## config.mk

```make
export PLATFORM = sky130hd
export DESIGN_NAME = conv_seq_ctrl
export DESIGN_NICKNAME = d
export VERILOG_FILES = /design/src/rtl/conv_seq_ctrl.sv
export SDC_FILE = /design/constraint.sdc
export NUM_CORES = 1
export LEC_CHECK = 0
export ABC_AREA = 1
export CORE_AREA = 4 4 127 129
export DETAILED_ROUTE_END_ITERATION = 7
export DIE_AREA = 0 0 131 133
export PLACE_DENSITY = 0.84
export SLEW_MARGIN = 20
export SYNTH_ARGS = -nofsm -noshare
export SYNTH_HDL_FRONTEND = slang
export SYNTH_SLANG_ARGS = --single-unit
```

## constraint.sdc

```tcl
create_clock -name clk -period 7.4 [get_ports clk]
set_clock_uncertainty 0.1 [all_clocks]
set_input_delay 2.22 -clock clk [delete_from_list [all_inputs] [get_ports clk]]
set_output_delay 2.22 -clock clk [all_outputs]
set_load 0.01 [all_outputs]
```

## src/rtl/conv_seq_ctrl.sv

```systemverilog
// Autonomous sequencer for the 3x3 convolution accelerator register port: clears it, loads
// nine weights from memory, streams pixels and writes each valid result back to memory.
module conv_seq_ctrl #(
  parameter int unsigned IMG_WIDTH = 128,
  parameter int unsigned ADDR_W    = 16,
  parameter int unsigned CNT_W     = 16
) (
  input  logic              clk,
  input  logic              rst,
  input  logic              start,
  input  logic              abort,
  input  logic [ADDR_W-1:0] w_base,
  input  logic [ADDR_W-1:0] src_base,
  input  logic [ADDR_W-1:0] dst_base,
  input  logic [CNT_W-1:0]  num_pixels,
  output logic              busy,
  output logic              done,
  output logic              mem_rd_en,
  output logic [ADDR_W-1:0] mem_rd_addr,
  input  logic [31:0]       mem_rd_data,
  output logic              mem_wr_en,
  output logic [ADDR_W-1:0] mem_wr_addr,
  output logic [31:0]       mem_wr_data,
  output logic              acc_en,
  output logic              acc_we,
  output logic [3:0]        acc_addr,
  output logic [31:0]       acc_din,
  input  logic [31:0]       acc_dout
);

  localparam int unsigned SKIP = 2 * IMG_WIDTH + 3;
  localparam logic [CNT_W-1:0] SkipCnt = CNT_W'(SKIP);

  localparam logic [3:0] AccPush = 4'd0;
  localparam logic [3:0] AccReq  = 4'd1;
  localparam logic [3:0] AccClr  = 4'd2;
  localparam logic [3:0] AccW0   = 4'd3;

  typedef enum logic [3:0] {
    StIdle, StClr, StWrd, StWwr, StPrd, StPpush, StPreq, StPwr, StDone
  } state_e;

  state_e            state_q, state_d;
  logic [ADDR_W-1:0] w_base_q, w_base_d;
  logic [ADDR_W-1:0] src_base_q, src_base_d;
  logic [ADDR_W-1:0] dst_base_q, dst_base_d;
  logic [CNT_W-1:0]  num_q, num_d;
  logic [3:0]        widx_q, widx_d;
  logic [CNT_W-1:0]  k_q, k_d;
  logic [CNT_W-1:0]  k_inc;

  always_ff @(posedge clk or posedge rst) begin
    if (rst) begin
      state_q    <= StIdle;
      w_base_q   <= '0;
      src_base_q <= '0;
      dst_base_q <= '0;
      num_q      <= '0;
      widx_q     <= '0;
      k_q        <= '0;
    end else begin
      state_q    <= state_d;
      w_base_q   <= w_base_d;
      src_base_q <= src_base_d;
      dst_base_q <= dst_base_d;
      num_q      <= num_d;
      widx_q     <= widx_d;
      k_q        <= k_d;
    end
  end

  always_comb begin
    state_d     = state_q;
    w_base_d    = w_base_q;
    src_base_d  = src_base_q;
    dst_base_d  = dst_base_q;
    num_d       = num_q;
    widx_d      = widx_q;
    k_d         = k_q;
    k_inc       = k_q + CNT_W'(1);
    busy        = 1'b0;
    done        = 1'b0;
    mem_rd_en   = 1'b0;
    mem_rd_addr = '0;
    mem_wr_en   = 1'b0;
    mem_wr_addr = '0;
    mem_wr_data = '0;
    acc_en      = 1'b0;
    acc_we      = 1'b0;
    acc_addr    = '0;
    acc_din     = '0;

    unique case (state_q)
      StIdle: begin
        if (start) begin
          w_base_d   = w_base;
          src_base_d = src_base;
          dst_base_d = dst_base;
          num_d      = num_pixels;
          widx_d     = '0;
          k_d        = '0;
          state_d    = StClr;
        end
      end
      StClr: begin
        acc_en   = 1'b1;
        acc_we   = 1'b1;
        acc_addr = AccClr;
        widx_d   = '0;
        state_d  = StWrd;
      end
      StWrd: begin
        mem_rd_en   = 1'b1;
        mem_rd_addr = w_base_q + ADDR_W'(widx_q);
        state_d     = StWwr;
      end
      StWwr: begin
        acc_en   = 1'b1;
        acc_we   = 1'b1;
        acc_addr = AccW0 + widx_q;
        acc_din  = mem_rd_data;
        if (widx_q == 4'd8) begin
          state_d = (num_q == '0) ? StDone : StPrd;
        end else begin
          widx_d  = widx_q + 4'd1;
          state_d = StWrd;
        end
      end
      StPrd: begin
        mem_rd_en   = 1'b1;
        mem_rd_addr = src_base_q + ADDR_W'(k_q);
        state_d     = StPpush;
      end
      StPpush: begin
        acc_en   = 1'b1;
        acc_we   = 1'b1;
        acc_addr = AccPush;
        acc_din  = mem_rd_data;
        k_d      = k_inc;
        // The window ending at the final pixel is never read back.
        if (k_inc >= SkipCnt && k_inc != num_q) begin
          state_d = StPreq;
        end else if (k_inc == num_q) begin
          state_d = StDone;
        end else begin
          state_d = StPrd;
        end
      end
      StPreq: begin
        acc_en   = 1'b1;
        acc_addr = AccReq;
        state_d  = StPwr;
      end
      StPwr: begin
        mem_wr_en   = 1'b1;
        mem_wr_addr = dst_base_q + ADDR_W'(k_q - SkipCnt);
        mem_wr_data = acc_dout;
        state_d     = (k_q == num_q) ? StDone : StPrd;
      end
      StDone: begin
        done    = 1'b1;
        state_d = StIdle;
      end
      default: state_d = StIdle;
    endcase

    if (abort && state_q != StIdle) begin
      state_d = StIdle;
    end

    busy = (state_q != StIdle) && (state_q != StDone);
  end

endmodule

```

==> results of run 1 <==
synthesized netlist by cell type, types with 3 or more instances:
master / n
buf_2: 5
ha_1: 52
a21boi_0: 3
fa_1: 3
o31ai_1: 4
nor2_1: 139
o21ai_0: 78
dfrtp_1: 88
nor3_1: 12
inv_1: 211
xnor2_1: 11
a31oi_1: 3
clkbuf_1: 16
nand2_2: 3
nor4_1: 6
xor2_1: 22
inv_2: 6
nand3_1: 56
nand4_1: 14
nor2_4: 3
nand2_1: 273
buf_4: 6
a21oi_1: 48
nor2_2: 9
o22ai_1: 19
o21ai_1: 4
worst reg2reg max path: cells and delay by family (launching register included):
kind,cells,cell delay (ns)
flip-flops,1,0.41
AND/OR/NAND/NOR,2,0.99
AO/OA/AOI/OAI,2,0.37
buffers and inverters,3,0.71
cell type report:
cell class                      count  area (sq um)  share of cell area
Clock buffer                       12           267              0.0262
Sequential cell                    88          2200               0.217
Multi-Input combinational cell    783          4180               0.411
Timing Repair Buffer              241          2400               0.237
Clock inverter                      4          51.3             0.00505
Tap cell                          188           235              0.0232
Inverter                          218           821              0.0808
layout by cell type, fill, tap and decap left out, drive strengths merged, types with 2 or more instances in the layout:
cell type      instances
nand2                276
clkdlybuf4s50        237
inv                  217
nor2                 151
dfrtp                 88
o21ai                 82
nand3                 58
ha                    52
a21oi                 49
xor2                  22
o22ai                 19
nand4                 15
nor3                  13
clkbuf                12
xnor2                 11
nor4                   6
o31ai                  4
buf                    4
a21boi                 3
a31oi                  3
fa                     3
clkinv                 3
o21a                   2
a31o                   2
a21o                   2
path summary, 6_finish.rpt:
kind	from	endpoint	cells after the start
min in group asynchronous	rst	dst_base_q[6]	2
setup / recovery	k_q[2]	mem_wr_addr[12]	14
hold / removal	src_base_q[10]	src_base_q[10]	2
hold reg to reg	src_base_q[10]	src_base_q[10]	2
max in group asynchronous	rst	w_base_q[11]	3
setup reg to reg	state_q[3]	state_q[3]	7
logic make-up after synthesis:
group	synth area share
compound gates	0.128
xor+xnor	0.0458
fa+ha+maj	0.0971
buf+inv	0.130
flops	0.301
simple gates	0.299
registers in the layout, summed over array words and instances (netlist names):
| register | count |
|---|---|
| state_q | 4 |
| num_q | 16 |
| w_base_q | 16 |
| dst_base_q | 16 |
| k_q | 16 |
| widx_q | 4 |
| src_base_q | 16 |
metrics by stage:
step / setup WS [ns] / area [sq um] / utilization / power [mW] / cells
3_5_place_dp: 1.65 / 9840 / 0.654 / 2.36 / 1518
2_1_floorplan: 2.67 / 7320 / - / 1.84 / 1116
3_3_place_gp: 1.61 / 9830 / 0.654 / 2.31 / 1518
4_1_cts: 1.53 / 10200 / 0.676 / 2.85 / 1534
6_report: 1.61 / 10200 / 0.676 / 2.85 / 1534
5_1_grt: 1.28 / 10200 / 0.676 / 3.11 / 1534
power breakdown:
group          internal (mW)  switching, mW
logic                  0.648          0.912
clock network          0.289          0.195
registers              0.659          0.146
routing by layer:
metal / wire (um) / vias to the layer above / global-route usage
met1: 9210 / 3606 / 0.311
met3: 1550 / 47 / 0.0497
met5: 0 / - / 0
met4: 519 / 0 / 0.0766
met2: 11200 / 334 / 0.440
li1: - / 3965 / -
==> results.cfg, run 1 <==
[grt]
antenna_found_initial = 0
grt_pass1_wl_mm = 35.8
grt_usage = 0.253
grt_pass1_vias = 7700
grt.overflow.total = 0
grt_max_degree = 57

[final_layout]
fillers = 1254
synthToLayoutAreaGrowth_pct = 38.7
nets = 1528
drive_above_1_share = 0.0386
antenna_cells = 0

[floorplanning]
io_pins = 238
start_util = 0.487
dieArea_sq_um = 17400
coreArea_sq_um = 15000
die_y_um = 133
row_count = 45
die_x_um = 131

[pwr]
ir_drop_mv = 0.132
power.density_nw_per_um2 = 281
power.leakage_nw = 5.03

[sta]
finalSetupViolations = 0
relSlewSlack = 0.288
hold_slack_ns = 0.390
rsz0062_at_grt = false
fin_setup_tns_ns = 0
finalCritPeriodShare = 0.783
period_needed_ns = 5.79
worst_pin_slew_ns = 1.06
slew_viol_final = 0
clock.fmax_ghz = 0.173
report.final.hold_viol_count = 0

[hold_path]
min-delay-path-class = reg -> reg

[worst_setup_path]
crit_family = buffers and inverters
crit_chain = inv_1 -> ha_1 -> inv_1 -> ha_1 -> nand3_1 -> a31oi_1 -> nor2_1 -> o21ai_1 -> a21boi_0 -> o21ai_1 -> nand2_1 -> nand2_1 -> nor2_1 -> clkdlybuf4s50_1
ff2ff_setup_slack_ns = 4.76
max_stage_delay_ns = 0.59
critPathArrivalTime_ns = 3.47
path_buf_inv = 3
cp_max_fo = 8
worst_path_max_delay_cell = dfrtp_1
critPathRequiredTime_ns = 5.08
cp-end-kind = output pin
start_kind = flop
path_class = reg -> out

[clock_network]
cts_max_level = 3
cts_tree = yes
cts_buffer_depth = 2
hold_buffers = 0
path_clk_slew_ns = 0.06
clock-sinks = 88
clock_latency_ns = 0.35
post_cts_buffers = 0
cts-resized-gates = 0
cts_root_buf = clkbuf_16
numCtsBuffers = 9

[drt]
viasPerCell = 5.18
dr.pass1.iters = 7
wire_per_inst_um = 14.7
vias = 7952
drt_wl_total_mm = 22.5
drc_errors = 0
ant_nets = 0
first_iter_violations = 613

[status]
status = completed

[yosys]
syn_inst = 1116
synth_nets = 1303
synthFlopType = dfrtp_1
synth_top_area_cell = dfrtp_1
syn-cell-area_sq_um = 7320
ys_seq_area_frac = 0.301
synth_edf_count = 0
synthArstFlopShare = 1.00
synth.distinct_cells = 44
synth_area_leaders = dfrtp_1 (30%), nand2_1 (14%), inv_1 (11%)
ys_ff_latch = 88
ys_warn_count = 0
yosys.area.top_type_share = 0.301
syn_avg_cell_area_sq_um = 6.56

[placed_design]
post-dp-hpwl_mm = 17.8
globalplace.congestion = 0.924
io_buffers = 237

[flow_run]
maxCapViolations = 0
Note: power is estimated with default switching activity, not from simulation.
==> run 2: changes to the inputs <==
- CORE_AREA: 4 4 127 129 -> 4 4 136 138
- DIE_AREA: 0 0 131 133 -> 0 0 140 142
- PLACE_DENSITY: 0.84 -> 0.77
- clock period: 7.4 -> 4.81 ns (I/O delays scaled with it)
==> run 2 against run 1 <==
- final cell count rose by 3.3%
- non-clock buffer count rose by 14
- combinational power rose by 60%
- global-route usage fell by 2.3 points
- power rose by 59%
- critical path type unchanged
==> results.cfg, run 2 (same netlist as run 1, synthesis figures left out) <==
[status]
status = completed

[final_layout]
final_cell_area_sq_um = 10400
layout_commonest_cell = nand2_1
nets = 1542
final_cell_mix = nand2_1 (273), clkdlybuf4s50_1 (236), inv_1 (209)
antenna_cells = 0
synthToLayoutAreaGrowth_pct = 41.4
drive_above_1_share = 0.0588
utilization = 0.603

[worst_setup_path]
max_stage_delay_ns = 0.55
ff2ff_path_depth = 14
cp-end-kind = output pin
worst_path_max_delay_cell = clkdlybuf4s50_1
path_buf_inv = 3
start_kind = flop
cp_max_fo = 8
critPathRequiredTime_ns = 3.27
r2r_end = state_q[3]
crit_chain = ha_1 -> ha_1 -> inv_1 -> fa_1 -> inv_1 -> nand3_1 -> nand3_1 -> a31o_2 -> o21ai_0 -> a21oi_1 -> clkdlybuf4s50_1
critical_path_depth = 11
path_class = reg -> out
crit_path_end = mem_wr_addr[13]
critPathArrivalTime_ns = 3.15
crit_family = adder cells
cp-startpoint = k_q[1]
ff2ff_setup_slack_ns = 2.36
timing.rr.start = k_q[0]

[placed_design]
globalplace.congestion = 0.967
io_buffers = 237
post-dp-hpwl_mm = 19.0
placed_area_sq_um = 9940

[clock_network]
clock-sinks = 88
cts_tree = yes
hold_buffers = 0
cts_buffer_depth = 2
clock_latency_ns = 0.36
cts_max_level = 3
numCtsBuffers = 9
path_clk_slew_ns = 0.07
cts_root_buf = clkbuf_16

[sta]
slew_viol_final = 0
period_needed_ns = 4.69
finalCritPeriodShare = 0.975
report.final.hold_viol_count = 0
hold_slack_ns = 0.384
finalSetupViolations = 0
relSlewSlack = 0.526
clock.fmax_ghz = 0.213
fin_setup_tns_ns = 0
worst_pin_slew_ns = 0.711

[drt]
drc_errors = 0
drt_wl_total_mm = 23.6
ant_nets = 0
viasPerCell = 5.08
vias = 8047
dr.pass1.iters = 6
first_iter_violations = 549
wire_per_inst_um = 14.9

[flow_run]
maxCapViolations = 0

[floorplanning]
start_util = 0.426
coreArea_sq_um = 17200
row_count = 48
dieArea_sq_um = 19900
io_pins = 238
die_y_um = 142
die_x_um = 140

[grt]
grt_pass1_vias = 7729
grt.overflow.total = 0
grt_max_degree = 59
grt_pass1_wl_mm = 37.4
antenna_found_initial = 0
grt_usage = 0.229

[pwr]
ir_drop_mv = 0.220
power_mw = 4.53
power.density_nw_per_um2 = 438
power.leakage_nw = 5.11

[hold_path]
min-delay-path-class = reg -> reg
-- run 2: cell count changes in the layout (fill, tap and decap cells not counted), sizes merged --
cell | before | now
buf | 4 | 18
bufinv | 1 | 2
clkdlybuf4s50 | 237 | 236
clkinv | 3 | 2
dlymetal6s2s | 0 | 1
-- run 2: final cells by class --
class / count / area, sq um
flip-flops and latches: 88 / 2210
fillers: 1634 / 6820
inverters: 218 / 820
clock inverters: 4 / 76.3
well taps: 225 / 282
clock buffers: 12 / 246
multi-input cells: 783 / 4210
repair buffers: 255 / 2510
-- run 2: metal layers --
metal	track usage	up-vias	routed length, um
met1	0.286	3669	9770
li1	-	3987	-
met2	0.390	338	11400
met5	0	-	0
met4	0.0785	0	606
met3	0.0571	53	1810
-- run 2: worst min-delay path, cell delays in order (launching register included) --
cell,delay (ns)
dfrtp_1,0.34
nand2_1,0.05
nand2_1,0.06
-- run 2: power breakdown --
part | total (mW) | internal (mW) | switching [mW]
Combinational | 2.50 | 1.03 | 1.47
Clock | 0.777 | 0.472 | 0.305
Sequential | 1.25 | 1.01 | 0.239
Total | 4.53 | 2.52 | 2.01
-- run 2: timing repair --
action                     4_1_cts  5_1_grt
setup endpoints to repair        1       11
buffers inserted                 0        6
gates resized for setup          1       19
cloned                           0        0
pin swaps                        0        0
-- run 2: how the worst min path moves through the flow --
stage                           endpoint  cells after the start  slack, ns            from
after global placement     src_base_q[9]                      2       0.37   src_base_q[9]
after floorplan            dst_base_q[1]                      2       0.36   dst_base_q[1]
after global routing      src_base_q[14]                      2       0.41  src_base_q[14]
after CTS                  src_base_q[9]                      2       0.39   src_base_q[9]
after detailed placement   src_base_q[9]                      2       0.38   src_base_q[9]
final                      src_base_q[9]                      2       0.38   src_base_q[9]
-- run 2: per-stage QoR --
stage	setup WS (ns)	cells
2_1_floorplan	0.988	1116
3_3_place_gp	0.436	1563
3_5_place_dp	0.393	1563
4_1_cts	0.00417	1579
5_1_grt	-0.0182	1585
6_report	0.121	1585
==> run 3: changes to the inputs <==
- SLEW_MARGIN: 20 -> 25
==> results of run 3 <==
Final layout, timing and power as in run 2 (identical DEF).
